## src/rtl/mem_stage_pkg.sv

```systemverilog
// Shared definitions for the MEM pipeline stage: memory-op encodings, exception
// bus bit positions, response-tracking states and the bypass bus layout.
package mem_stage_pkg;

  typedef enum logic [2:0] {
    OP_LD_B  = 3'b000,
    OP_LD_H  = 3'b001,
    OP_LD_W  = 3'b010,
    OP_STORE = 3'b011,
    OP_LD_BU = 3'b100,
    OP_LD_HU = 3'b101,
    OP_NONE  = 3'b111
  } mem_op_e;

  localparam int EBUS_W    = 16;
  localparam int EBUS_INT  = 0;
  localparam int EBUS_ADEF = 1;
  localparam int EBUS_SYS  = 2;
  localparam int EBUS_BRK  = 3;
  localparam int EBUS_INE  = 4;
  localparam int EBUS_ALE  = 5;
  localparam int EBUS_ADEM = 6;

  // Side-band is {csr_ctrl, res_from_csr, ertn, pause_int_detect}
  localparam int SIDE_ERTN_BIT = 1;

  typedef enum logic [1:0] {
    ST_IDLE = 2'd0,
    ST_WAIT = 2'd1,
    ST_HOLD = 2'd2
  } mem_state_e;

  localparam int BYP_W         = 39;
  localparam int BYP_BLOCK_BIT = 38;
  localparam int BYP_WE_BIT    = 37;
  localparam int BYP_WADDR_LSB = 32;
  localparam int BYP_WDATA_LSB = 0;

  function automatic logic is_load(logic [2:0] op);
    return (op == OP_LD_B) || (op == OP_LD_H) || (op == OP_LD_W) ||
           (op == OP_LD_BU) || (op == OP_LD_HU);
  endfunction

endpackage

```

## src/rtl/mem_stage_if.sv

```systemverilog
// Bundle of the EX->MEM, data-SRAM response, flush and MEM->WB signals.
// The environment side uses the master modport, the MEM stage the slave modport.
interface mem_stage_if #(
  parameter int SIDE_W = 97
);
  import mem_stage_pkg::*;

  logic              ex_to_mem_valid;
  logic              mem_allow_in;
  logic [31:0]       ex_pc;
  logic [31:0]       ex_result;
  logic              ex_rf_we;
  logic [4:0]        ex_rf_waddr;
  logic [2:0]        ex_mem_op;
  logic              ex_req_sent;
  logic [EBUS_W-1:0] ex_ebus;
  logic [SIDE_W-1:0] ex_side;
  logic              data_sram_data_ok;
  logic [31:0]       data_sram_rdata;
  logic              wb_flush;
  logic              mem_to_wb_valid;
  logic              wb_allow_in;
  logic [31:0]       mem_pc;
  logic [31:0]       mem_final_result;
  logic              mem_rf_we;
  logic [4:0]        mem_rf_waddr;
  logic [EBUS_W-1:0] mem_ebus;
  logic [SIDE_W-1:0] mem_side;
  logic              mem_has_ex;
  logic [BYP_W-1:0]  mem_bypass_bus;

  modport master (
    output ex_to_mem_valid, ex_pc, ex_result, ex_rf_we, ex_rf_waddr, ex_mem_op,
           ex_req_sent, ex_ebus, ex_side, data_sram_data_ok, data_sram_rdata,
           wb_flush, wb_allow_in,
    input  mem_allow_in, mem_to_wb_valid, mem_pc, mem_final_result, mem_rf_we,
           mem_rf_waddr, mem_ebus, mem_side, mem_has_ex, mem_bypass_bus
  );

  modport slave (
    input  ex_to_mem_valid, ex_pc, ex_result, ex_rf_we, ex_rf_waddr, ex_mem_op,
           ex_req_sent, ex_ebus, ex_side, data_sram_data_ok, data_sram_rdata,
           wb_flush, wb_allow_in,
    output mem_allow_in, mem_to_wb_valid, mem_pc, mem_final_result, mem_rf_we,
           mem_rf_waddr, mem_ebus, mem_side, mem_has_ex, mem_bypass_bus
  );

endinterface

```

## src/rtl/mem_stage_load_align.sv

```systemverilog
// Load data lane select and sign/zero extension for the MEM stage.
module load_align
  import mem_stage_pkg::*;
(
  input  logic [2:0]  mem_op_i,
  input  logic [1:0]  addr_i,
  input  logic [31:0] rdata_i,
  output logic [31:0] result_o
);

  logic [7:0]  lane_b;
  logic [15:0] lane_h;

  always_comb begin
    lane_b = rdata_i[{addr_i, 3'b000} +: 8];
    lane_h = addr_i[1] ? rdata_i[31:16] : rdata_i[15:0];
    case (mem_op_i)
      OP_LD_B:  result_o = {{24{lane_b[7]}}, lane_b};
      OP_LD_BU: result_o = {24'h0, lane_b};
      OP_LD_H:  result_o = {{16{lane_h[15]}}, lane_h};
      OP_LD_HU: result_o = {16'h0, lane_h};
      default:  result_o = rdata_i;
    endcase
  end

endmodule

```

## src/rtl/mem_stage.sv

```systemverilog
// MEM pipeline stage: holds one instruction, waits for its data-SRAM response,
// aligns load data and drops responses orphaned by a WB flush. Define
// MEM_BYPASS_EN to drive mem_bypass_bus; otherwise it is tied to zero.
module mem_stage
  import mem_stage_pkg::*;
#(
  parameter int SIDE_W = 97,
  parameter int DROP_W = 2
) (
  input logic        clk,
  input logic        resetn,
  mem_stage_if.slave bus
);

  localparam logic [DROP_W-1:0] DROP_MAX = '1;

  mem_state_e        state_q, state_d;
  logic              valid_q, valid_d;
  logic [DROP_W-1:0] drop_cnt_q, drop_cnt_d;
  logic [31:0]       rdata_q;
  logic [31:0]       pc_q, result_q;
  logic              rf_we_q, need_resp_q;
  logic [4:0]        waddr_q;
  logic [2:0]        mem_op_q;
  logic [EBUS_W-1:0] ebus_q;
  logic [SIDE_W-1:0] side_q;

  logic        resp_ok, ready_go, allow_in, load, load_need;
  logic        drop_inc, drop_dec, hold_capture;
  logic [31:0] load_src, aligned, final_result;
  logic        rf_we_out;

  // A response only belongs to the current instruction once all stale ones are gone
  assign resp_ok   = bus.data_sram_data_ok & (drop_cnt_q == '0);
  assign ready_go  = !need_resp_q | (state_q == ST_HOLD) | ((state_q == ST_WAIT) & resp_ok);
  assign allow_in  = !valid_q | (ready_go & bus.wb_allow_in);
  assign load      = bus.ex_to_mem_valid & allow_in & !bus.wb_flush;
  assign load_need = load & bus.ex_req_sent & (bus.ex_ebus == '0);

  assign drop_inc     = bus.wb_flush & (state_q == ST_WAIT) & !resp_ok;
  assign drop_dec     = bus.data_sram_data_ok & (drop_cnt_q != '0);
  assign hold_capture = (state_q == ST_WAIT) & resp_ok & !bus.wb_allow_in & !bus.wb_flush;

  always_comb begin
    state_d    = state_q;
    valid_d    = valid_q;
    drop_cnt_d = drop_cnt_q;
    if (drop_inc && !drop_dec && (drop_cnt_q != DROP_MAX)) begin
      drop_cnt_d = drop_cnt_q + DROP_W'(1);
    end else if (drop_dec && !drop_inc) begin
      drop_cnt_d = drop_cnt_q - DROP_W'(1);
    end
    if (bus.wb_flush) begin
      state_d = ST_IDLE;
      valid_d = 1'b0;
    end else begin
      if (allow_in) valid_d = bus.ex_to_mem_valid;
      case (state_q)
        ST_IDLE: if (load_need) state_d = ST_WAIT;
        ST_WAIT: begin
          if (resp_ok) begin
            if (bus.wb_allow_in) state_d = load_need ? ST_WAIT : ST_IDLE;
            else                 state_d = ST_HOLD;
          end
        end
        ST_HOLD: if (bus.wb_allow_in) state_d = load_need ? ST_WAIT : ST_IDLE;
        default: state_d = ST_IDLE;
      endcase
    end
  end

  always_ff @(posedge clk or negedge resetn) begin
    if (!resetn) begin
      state_q     <= ST_IDLE;
      valid_q     <= 1'b0;
      drop_cnt_q  <= '0;
      rdata_q     <= '0;
      pc_q        <= '0;
      result_q    <= '0;
      rf_we_q     <= 1'b0;
      need_resp_q <= 1'b0;
      waddr_q     <= '0;
      mem_op_q    <= '0;
      ebus_q      <= '0;
      side_q      <= '0;
    end else begin
      state_q    <= state_d;
      valid_q    <= valid_d;
      drop_cnt_q <= drop_cnt_d;
      if (hold_capture) rdata_q <= bus.data_sram_rdata;
      if (load) begin
        pc_q        <= bus.ex_pc;
        result_q    <= bus.ex_result;
        rf_we_q     <= bus.ex_rf_we;
        need_resp_q <= bus.ex_req_sent & (bus.ex_ebus == '0);
        waddr_q     <= bus.ex_rf_waddr;
        mem_op_q    <= bus.ex_mem_op;
        ebus_q      <= bus.ex_ebus;
        side_q      <= bus.ex_side;
      end
    end
  end

`ifndef SYNTHESIS
  always_ff @(posedge clk) begin
    if (resetn) begin
      assert (!(drop_inc && !drop_dec && (drop_cnt_q == DROP_MAX)))
        else $error("mem_stage: stale-response counter overflow");
    end
  end
`endif

  // Live SRAM data is only trustworthy in the cycle data_ok arrives
  assign load_src = (state_q == ST_WAIT) ? bus.data_sram_rdata : rdata_q;

  load_align u_load_align (
    .mem_op_i (mem_op_q),
    .addr_i   (result_q[1:0]),
    .rdata_i  (load_src),
    .result_o (aligned)
  );

  assign final_result = is_load(mem_op_q) ? aligned : result_q;
  assign rf_we_out    = rf_we_q & valid_q & (ebus_q == '0);

  assign bus.mem_allow_in     = allow_in;
  assign bus.mem_to_wb_valid  = valid_q & ready_go;
  assign bus.mem_pc           = pc_q;
  assign bus.mem_final_result = final_result;
  assign bus.mem_rf_we        = rf_we_out;
  assign bus.mem_rf_waddr     = waddr_q;
  assign bus.mem_ebus         = ebus_q;
  assign bus.mem_side         = side_q;
  assign bus.mem_has_ex       = valid_q & ((ebus_q != '0) | side_q[SIDE_ERTN_BIT]);

`ifdef MEM_BYPASS_EN
  logic blocking;
  assign blocking           = valid_q & need_resp_q & !ready_go;
  assign bus.mem_bypass_bus = {blocking, rf_we_out, waddr_q, final_result};
`else
  assign bus.mem_bypass_bus = '0;
`endif

endmodule

```

## src/flat_wrapper.sv

```systemverilog
// flat-port wrapper written by rule: the top's interface ports become plain ports
module mem_stage_flat import mem_stage_pkg::*;
#(
  parameter int SIDE_W = 97,
  parameter int DROP_W = 2
)
  (clk, resetn, bus_ex_to_mem_valid, bus_ex_pc, bus_ex_result, bus_ex_rf_we, bus_ex_rf_waddr, bus_ex_mem_op, bus_ex_req_sent, bus_ex_ebus, bus_ex_side, bus_data_sram_data_ok, bus_data_sram_rdata, bus_wb_flush, bus_wb_allow_in, bus_mem_allow_in, bus_mem_to_wb_valid, bus_mem_pc, bus_mem_final_result, bus_mem_rf_we, bus_mem_rf_waddr, bus_mem_ebus, bus_mem_side, bus_mem_has_ex, bus_mem_bypass_bus);
  mem_stage_if #(.SIDE_W(SIDE_W)) bus_i ();
  input logic clk;
  input logic resetn;
  input wire logic [$bits(bus_i.ex_to_mem_valid)-1:0] bus_ex_to_mem_valid;
  input wire logic [$bits(bus_i.ex_pc)-1:0] bus_ex_pc;
  input wire logic [$bits(bus_i.ex_result)-1:0] bus_ex_result;
  input wire logic [$bits(bus_i.ex_rf_we)-1:0] bus_ex_rf_we;
  input wire logic [$bits(bus_i.ex_rf_waddr)-1:0] bus_ex_rf_waddr;
  input wire logic [$bits(bus_i.ex_mem_op)-1:0] bus_ex_mem_op;
  input wire logic [$bits(bus_i.ex_req_sent)-1:0] bus_ex_req_sent;
  input wire logic [$bits(bus_i.ex_ebus)-1:0] bus_ex_ebus;
  input wire logic [$bits(bus_i.ex_side)-1:0] bus_ex_side;
  input wire logic [$bits(bus_i.data_sram_data_ok)-1:0] bus_data_sram_data_ok;
  input wire logic [$bits(bus_i.data_sram_rdata)-1:0] bus_data_sram_rdata;
  input wire logic [$bits(bus_i.wb_flush)-1:0] bus_wb_flush;
  input wire logic [$bits(bus_i.wb_allow_in)-1:0] bus_wb_allow_in;
  output wire logic [$bits(bus_i.mem_allow_in)-1:0] bus_mem_allow_in;
  output wire logic [$bits(bus_i.mem_to_wb_valid)-1:0] bus_mem_to_wb_valid;
  output wire logic [$bits(bus_i.mem_pc)-1:0] bus_mem_pc;
  output wire logic [$bits(bus_i.mem_final_result)-1:0] bus_mem_final_result;
  output wire logic [$bits(bus_i.mem_rf_we)-1:0] bus_mem_rf_we;
  output wire logic [$bits(bus_i.mem_rf_waddr)-1:0] bus_mem_rf_waddr;
  output wire logic [$bits(bus_i.mem_ebus)-1:0] bus_mem_ebus;
  output wire logic [$bits(bus_i.mem_side)-1:0] bus_mem_side;
  output wire logic [$bits(bus_i.mem_has_ex)-1:0] bus_mem_has_ex;
  output wire logic [$bits(bus_i.mem_bypass_bus)-1:0] bus_mem_bypass_bus;
  assign bus_i.ex_to_mem_valid = bus_ex_to_mem_valid;
  assign bus_i.ex_pc = bus_ex_pc;
  assign bus_i.ex_result = bus_ex_result;
  assign bus_i.ex_rf_we = bus_ex_rf_we;
  assign bus_i.ex_rf_waddr = bus_ex_rf_waddr;
  assign bus_i.ex_mem_op = bus_ex_mem_op;
  assign bus_i.ex_req_sent = bus_ex_req_sent;
  assign bus_i.ex_ebus = bus_ex_ebus;
  assign bus_i.ex_side = bus_ex_side;
  assign bus_i.data_sram_data_ok = bus_data_sram_data_ok;
  assign bus_i.data_sram_rdata = bus_data_sram_rdata;
  assign bus_i.wb_flush = bus_wb_flush;
  assign bus_i.wb_allow_in = bus_wb_allow_in;
  assign bus_mem_allow_in = bus_i.mem_allow_in;
  assign bus_mem_to_wb_valid = bus_i.mem_to_wb_valid;
  assign bus_mem_pc = bus_i.mem_pc;
  assign bus_mem_final_result = bus_i.mem_final_result;
  assign bus_mem_rf_we = bus_i.mem_rf_we;
  assign bus_mem_rf_waddr = bus_i.mem_rf_waddr;
  assign bus_mem_ebus = bus_i.mem_ebus;
  assign bus_mem_side = bus_i.mem_side;
  assign bus_mem_has_ex = bus_i.mem_has_ex;
  assign bus_mem_bypass_bus = bus_i.mem_bypass_bus;
  mem_stage #(.SIDE_W(SIDE_W), .DROP_W(DROP_W)) u_core (.clk(clk), .resetn(resetn), .bus(bus_i));
endmodule
```

## config.mk

```make
export PLATFORM = sky130hd
export DESIGN_NAME = mem_stage_flat
export DESIGN_NICKNAME = d
export VERILOG_FILES = /design/src/rtl/mem_stage_pkg.sv /design/src/rtl/mem_stage_if.sv /design/src/rtl/mem_stage_load_align.sv /design/src/rtl/mem_stage.sv /design/src/flat_wrapper.sv
export SDC_FILE = /design/constraint.sdc
export NUM_CORES = 1
export LEC_CHECK = 0
export CORE_AREA = 3 3 174 176
export DETAILED_ROUTE_END_ITERATION = 16
export DIE_AREA = 0 0 177 179
export PLACE_DENSITY_LB_ADDON = 0.15
export SYNTH_ARGS = -nofsm -noshare
export SYNTH_HDL_FRONTEND = slang
export SYNTH_HIERARCHICAL = 1
export SYNTH_SLANG_ARGS = --single-unit
```

## constraint.sdc

```tcl
create_clock -name clk -period 3.8 [get_ports clk]
set_clock_uncertainty 0.15 [all_clocks]
set_input_delay 0.76 -clock clk [delete_from_list [all_inputs] [get_ports clk]]
set_output_delay 0.76 -clock clk [all_outputs]
set_load 0.02 [all_outputs]
```

# After elaboration in Yosys (flattened, before gate mapping)
# Index checks and enable logic that the tools add are counted.
dict set report totals {
  register_bits 224
  inputBits 225
  out_inout_bits 225
}
dict set report op_classes {
  addsub 2
  eq_ne 10
  shift 1
  muxes 15
  bitwise_logic 21
  reduce_logical 24
}
# op count
set ops {}
lappend ops {{one-hot mux 32 bit (4 select lines)} 1}
lappend ops {{two-way mux 32 bit} 2}
lappend ops {{zero test 16 bit} 2}
lappend ops {{indexed part select 32 x 6 -> 8 bit} 1}
lappend ops {{bitwise AND 1 bit} 17}
lappend ops {{two-way mux 16 bit} 1}
lappend ops {{nonzero test 16 bit} 1}
lappend ops {{two-way mux 2 bit} 7}
lappend ops {{zero test 1 bit} 7}
lappend ops {{== test 3 bit (second input constant)} 2}
lappend ops {{!= test 3 x 2 -> 1 bit (second input constant)} 2}
lappend ops {{one-hot mux 2 bit (3 select lines)} 1}
lappend ops {{nonzero test 2 bit} 3}
lappend ops {{zero test 2 bit} 2}
lappend ops {{logical OR 1 bit} 4}
lappend ops {{OR 1 bit} 4}
lappend ops {{== test 3 x 1 -> 1 bit (second input constant)} 1}
lappend ops {{== test 3 x 2 -> 1 bit (second input constant)} 1}
lappend ops {{logical AND 1 bit} 3}
lappend ops {{zero test 3 bit} 1}
lappend ops {{two-way mux 1 bit} 3}
lappend ops {{!= test 3 bit (second input constant)} 1}
lappend ops {{AND reduction 3 bit} 1}
lappend ops {{adder 2 x 1 -> 2 bit (second input constant)} 1}
lappend ops {{4 further kinds} 4}

# Longest topological paths before layout
dict set report logic_depth {
  depth_word 15
  mapped_depth 9
  mapped_depth_nobuf 6
}

# Hierarchy
# The synthesis kept the hierarchy.
# module instances cells_each area_per_inst_um2 seq_area_each_um2
set by_module_without_submodules {}
lappend by_module_without_submodules {mem_stage 1 626 9983.3 5605.4}
lappend by_module_without_submodules {load_align 1 96 845.8 0.0}

# Least setup slack after synthesis
# OpenSTA, ideal clock, no wires.
dict set report synth_timing {
  path_kind {register to output}
  start {register u_core.state_q[1]}
  end {output port bus_mem_final_result[10]}
  arrival_ns 2.478
  t_required_ns 2.890
  path_slack_ns 0.412
  stages_incl_launch_ff 10
  cell_sequence {dfrtp_1 -> nor2b_1 -> buf_2 -> buf_1 -> mux2_2 -> mux2_4 -> a22oi_4 -> buf_6 -> a2bb2oi_2 -> mux2_2}
}
dict set report synth_via {
  elab_chain_len 5
}
# item line_no
set synth_lines {}
lappend synth_lines {{start: declaration} mem_stage.sv:17} ;# mem_state_e state_q, state_d;
lappend synth_lines {{start signal: assignment} mem_stage.sv:87} ;# state_q <= state_d;
lappend synth_lines {{== test 2 x 1 -> 1 bit} mem_stage.sv:114} ;# assign load_src = (state_q == ST_WAIT) ? bus.data_sram_rdata : rdata_q;
lappend synth_lines {{two-way mux 32 bit} mem_stage.sv:114}
lappend synth_lines {{named net u_core.load_src[23]} mem_stage.sv:30} ;# logic [31:0] load_src, aligned, final_result;
lappend synth_lines {{indexed part select 32 x 6 -> 8 bit} mem_stage_load_align.sv:15} ;# lane_b = rdata_i[{addr_i, 3'b000} +: 8];
lappend synth_lines {{one-hot mux 32 bit (4 select lines)} mem_stage_load_align.sv:17} ;# case (mem_op_i)
lappend synth_lines {{named net u_core.aligned[10]} mem_stage.sv:30}
lappend synth_lines {{two-way mux 32 bit} mem_stage.sv:123} ;# assign final_result = is_load(mem_op_q) ? aligned : result_q;
lappend synth_lines {{end: declaration} flat_wrapper.sv:27} ;# output wire logic [$bits(bus_i.mem_final_result)-1:0] bus_mem_final_result;
# The timed path passes the listed nets, and every way through them passes these cells.

# Worst setup path after layout
dict set report layout_timing {
  start {register u_core.state_q[1]}
  end {output port bus_mem_final_result[2]}
}
# The elaborated chain is that of the path after synthesis.

==> metrics <==
status completed; Fin. Hold Viols 0; DP HPWL 26170 um; Max VDD drop around 0.29 mV; RSZ-0062 raised after global routing yes; core area about 29000 sq um; flops & latches, synth 224; share of post-route cells with drive strength above 1 around 37%; Tmin final ~3.8 ns; Via-to-Cell Ratio about 4.8; synthesized area 10830 sq um; Fmax achieved 0.2643 GHz; Synth top area share between 50% and 60%; dpl cells ~1500; initial antenna violation count 9; largest net degree at the start of global routing 95; first-pass GRT wire length 49670 um; Max-slew headroom 47.29%; Vias 7567; synthesis-to-layout area growth 51.80%; element type at the critical path end output pin; GR Util All Layers between 20% and 30%; max_cap viols 0; kind of critical path register to output pin; Die Area 31680 sq um; Syn. warnings 6; GPL Wtd Cong 0.7832; number of global-route vias before repair 8043; crit share post-route 99.58%; Async SR Flop Fraction 100.0%; top post-synthesis cells by count 224 x dfrtp_1, 186 x mux2_2, 101 x mux2_4, 42 x buf_4, 17 x buf_6; Critical Path RT just under 3 ns; DRT iter0 DRCs 299; endpoints failing setup 0; Yosys top cell by area dfrtp_1; I/O Buffers 410; hold buffer count at CTS 0; EDFF count, synth 0; row count 62; Synth Area per Inst 15.00 sq um; ranking of synthesized cells by area dfrtp_1 52%, mux2_2 19%, mux2_4 14%; Initial DRT Pass Iterations 4; Seq/Total Area, Yosys a little over 50%; root buffer cell clkbuf_16; CP arrival 2.87 ns; grt total ovfl 0; Inserted Clock Buffers 26; Routed Antenna Nets 0; io pins 450; Finished Layout Cells 1582; Core Util, Final 57.12%; count leader, synth dfrtp_1; Clock Sinks ~220; Hold Slack 0.09331 ns; crit path max fanout 10; Die W approximately 180 um; Tightest Pin Transition 0.7907 ns; dpl cell area about 15000 sq um; routed len/inst 21.87 um; top_reg_cell synth dfrtp_1; later-pin clock latency in the skew report 0.52 ns; Final Power ~8.4 mW; CTS max path bufs 3; CP startpoint kind register; Slew Limit Fails 0; P per Cell Area 508.9 nW/um^2; Netlist cell types 45; WL final 34600 um; CTS clk-pin slew, worst paths 0.06 ns; Non-Filler Cell Area, Final 16440 sq um; Initial Utilization 37.63%; worst hold path class primary input to async pin; die height 179 um; Lkg Pwr between 7 and 8 nW; drt drc 0; Syn Inst Count 722; H-tree depth 1; NumNets Final between 1000 and 1500; CTS tree yes
## placed cells by master (no fill, tap or decap), types with 5 or more instances in the layout
master / synthesis / final
a21oi_1: 12 / 12
clkbuf_8: 0 / 5
clkdlybuf4s50_1: 0 / 377
buf_4: 42 / 47
buf_12: 0 / 8
buf_6: 17 / 12
clkbuf_16: 0 / 27
a2bb2oi_2: 14 / 14
nand2_1: 7 / 7
buf_2: 10 / 14
conb_1: 1 / 39
a221o_1: 6 / 6
inv_1: 5 / 5
clkbuf_1: 8 / 6
a2bb2oi_1: 6 / 6
nor4_1: 6 / 6
nor3_1: 5 / 5
mux2_2: 186 / 168
nor2_1: 11 / 11
mux2_4: 101 / 119
nor2b_1: 11 / 10
clkbuf_2: 0 / 6
dfrtp_1: 224 / 224
## metrics by stage
| step | setup WS, ns | setup TNS [ns] |
|---|---|---|
| after floorplan | 0.4116 | 0 |
| final | 0.01587 | 0 |
| after global routing | -0.1002 | -0.7509 |
| after global placement | -0.2226 | -5.381 |
| after CTS | -0.1459 | -0.9440 |
| after detailed placement | -0.2548 | -5.984 |
## critical path: stages, from the launching register on
cell	delay, ns
dfrtp_1	0.40
nor2b_4	0.16
buf_4	0.16
buf_16	0.14
mux2_2	0.37
mux2_2	0.28
nor2b_1	0.14
a221o_1	0.27
mux2_2	0.26
buf_2	0.16
## final timing paths
path	from	slack, ns	cells past startpoint	endpoint
worst min-delay path	resetn	0.09	1	u_core/rdata_q[10]$_DFFE_PN0P_
worst max-delay path	u_core/state_q[1]$_DFFE_PN0P_	0.02	9	bus_mem_final_result[2]
max in group asynchronous	resetn	2.49	2	u_core/bus.mem_pc[25]$_DFFE_PN0N_
worst min register to register	u_core/rdata_q[10]$_DFFE_PN0P_	0.35	1	u_core/rdata_q[10]$_DFFE_PN0P_
min in group clk	u_core/rdata_q[10]$_DFFE_PN0P_	0.35	1	u_core/rdata_q[10]$_DFFE_PN0P_
worst max register to register	u_core/state_q[0]$_DFFE_PN0P_	1.32	7	u_core/bus.mem_ebus[15]$_DFFE_PN0N_
## per-layer routing
layer  GRT usage [%]  routed length, um  up-vias
li1                -                  -     3442
met1           23.57              12830     3766
met2           36.31              17750      281
met3           7.476               2986       64
met4           6.939                936       14
met5               0                 95        -
## kinds of logic (layout without fill, tap and decap cells)
logic type,Yosys count,after routing,share of synthesized area [%]
AND/OR/NAND/NOR,58,58,3.108
multiplexers,294,294,33.99
flip-flops,224,224,51.76
AO/OA/AOI/OAI,60,60,5.407
buffers and inverters,85,521,5.696
other,1,41,0.03463
## area by class of cell
cell class | count | area [sq um]
fill | 2403 | 12340
sequential | 224 | 5605
multi-input combinational | 451 | 4846
timing repair buffer | 468 | 4583
clock buffer | 38 | 767.0
tap | 384 | 480.5
clock inverter | 9 | 128.9
inverter | 6 | 22.52
antenna | 2 | 5.005
## state kept, by name, indices dropped and copies added (netlist names)
register                 cells
u_core/bus.mem_ebus         16
u_core/bus.mem_pc           32
u_core/bus.mem_rf_waddr      5
u_core/bus.mem_side         97
u_core/drop_cnt_q            2
u_core/mem_op_q              3
u_core/need_resp_q           1
u_core/rdata_q              32
u_core/result_q             32
u_core/rf_we_q               1
u_core/state_q               2
u_core/valid_q               1
## what timing repair did
item,CTS,global route
pin swaps,0,2
gates cloned,1,0
gates resized for setup,105,60
buffers inserted,4,6
endpoints found under the setup margin,32,25
## where the power goes
group / leakage (nW) / switching [mW] / internal (mW) / total, mW
Sequential: 2.71 / 0.255 / 2.77 / 3.02
Combinational: 4.32 / 1.24 / 1.47 / 2.71
Clock: 0.434 / 1.03 / 1.60 / 2.63
Total: 7.47 / 2.52 / 5.84 / 8.37
Power figures use the tool's default switching activity.
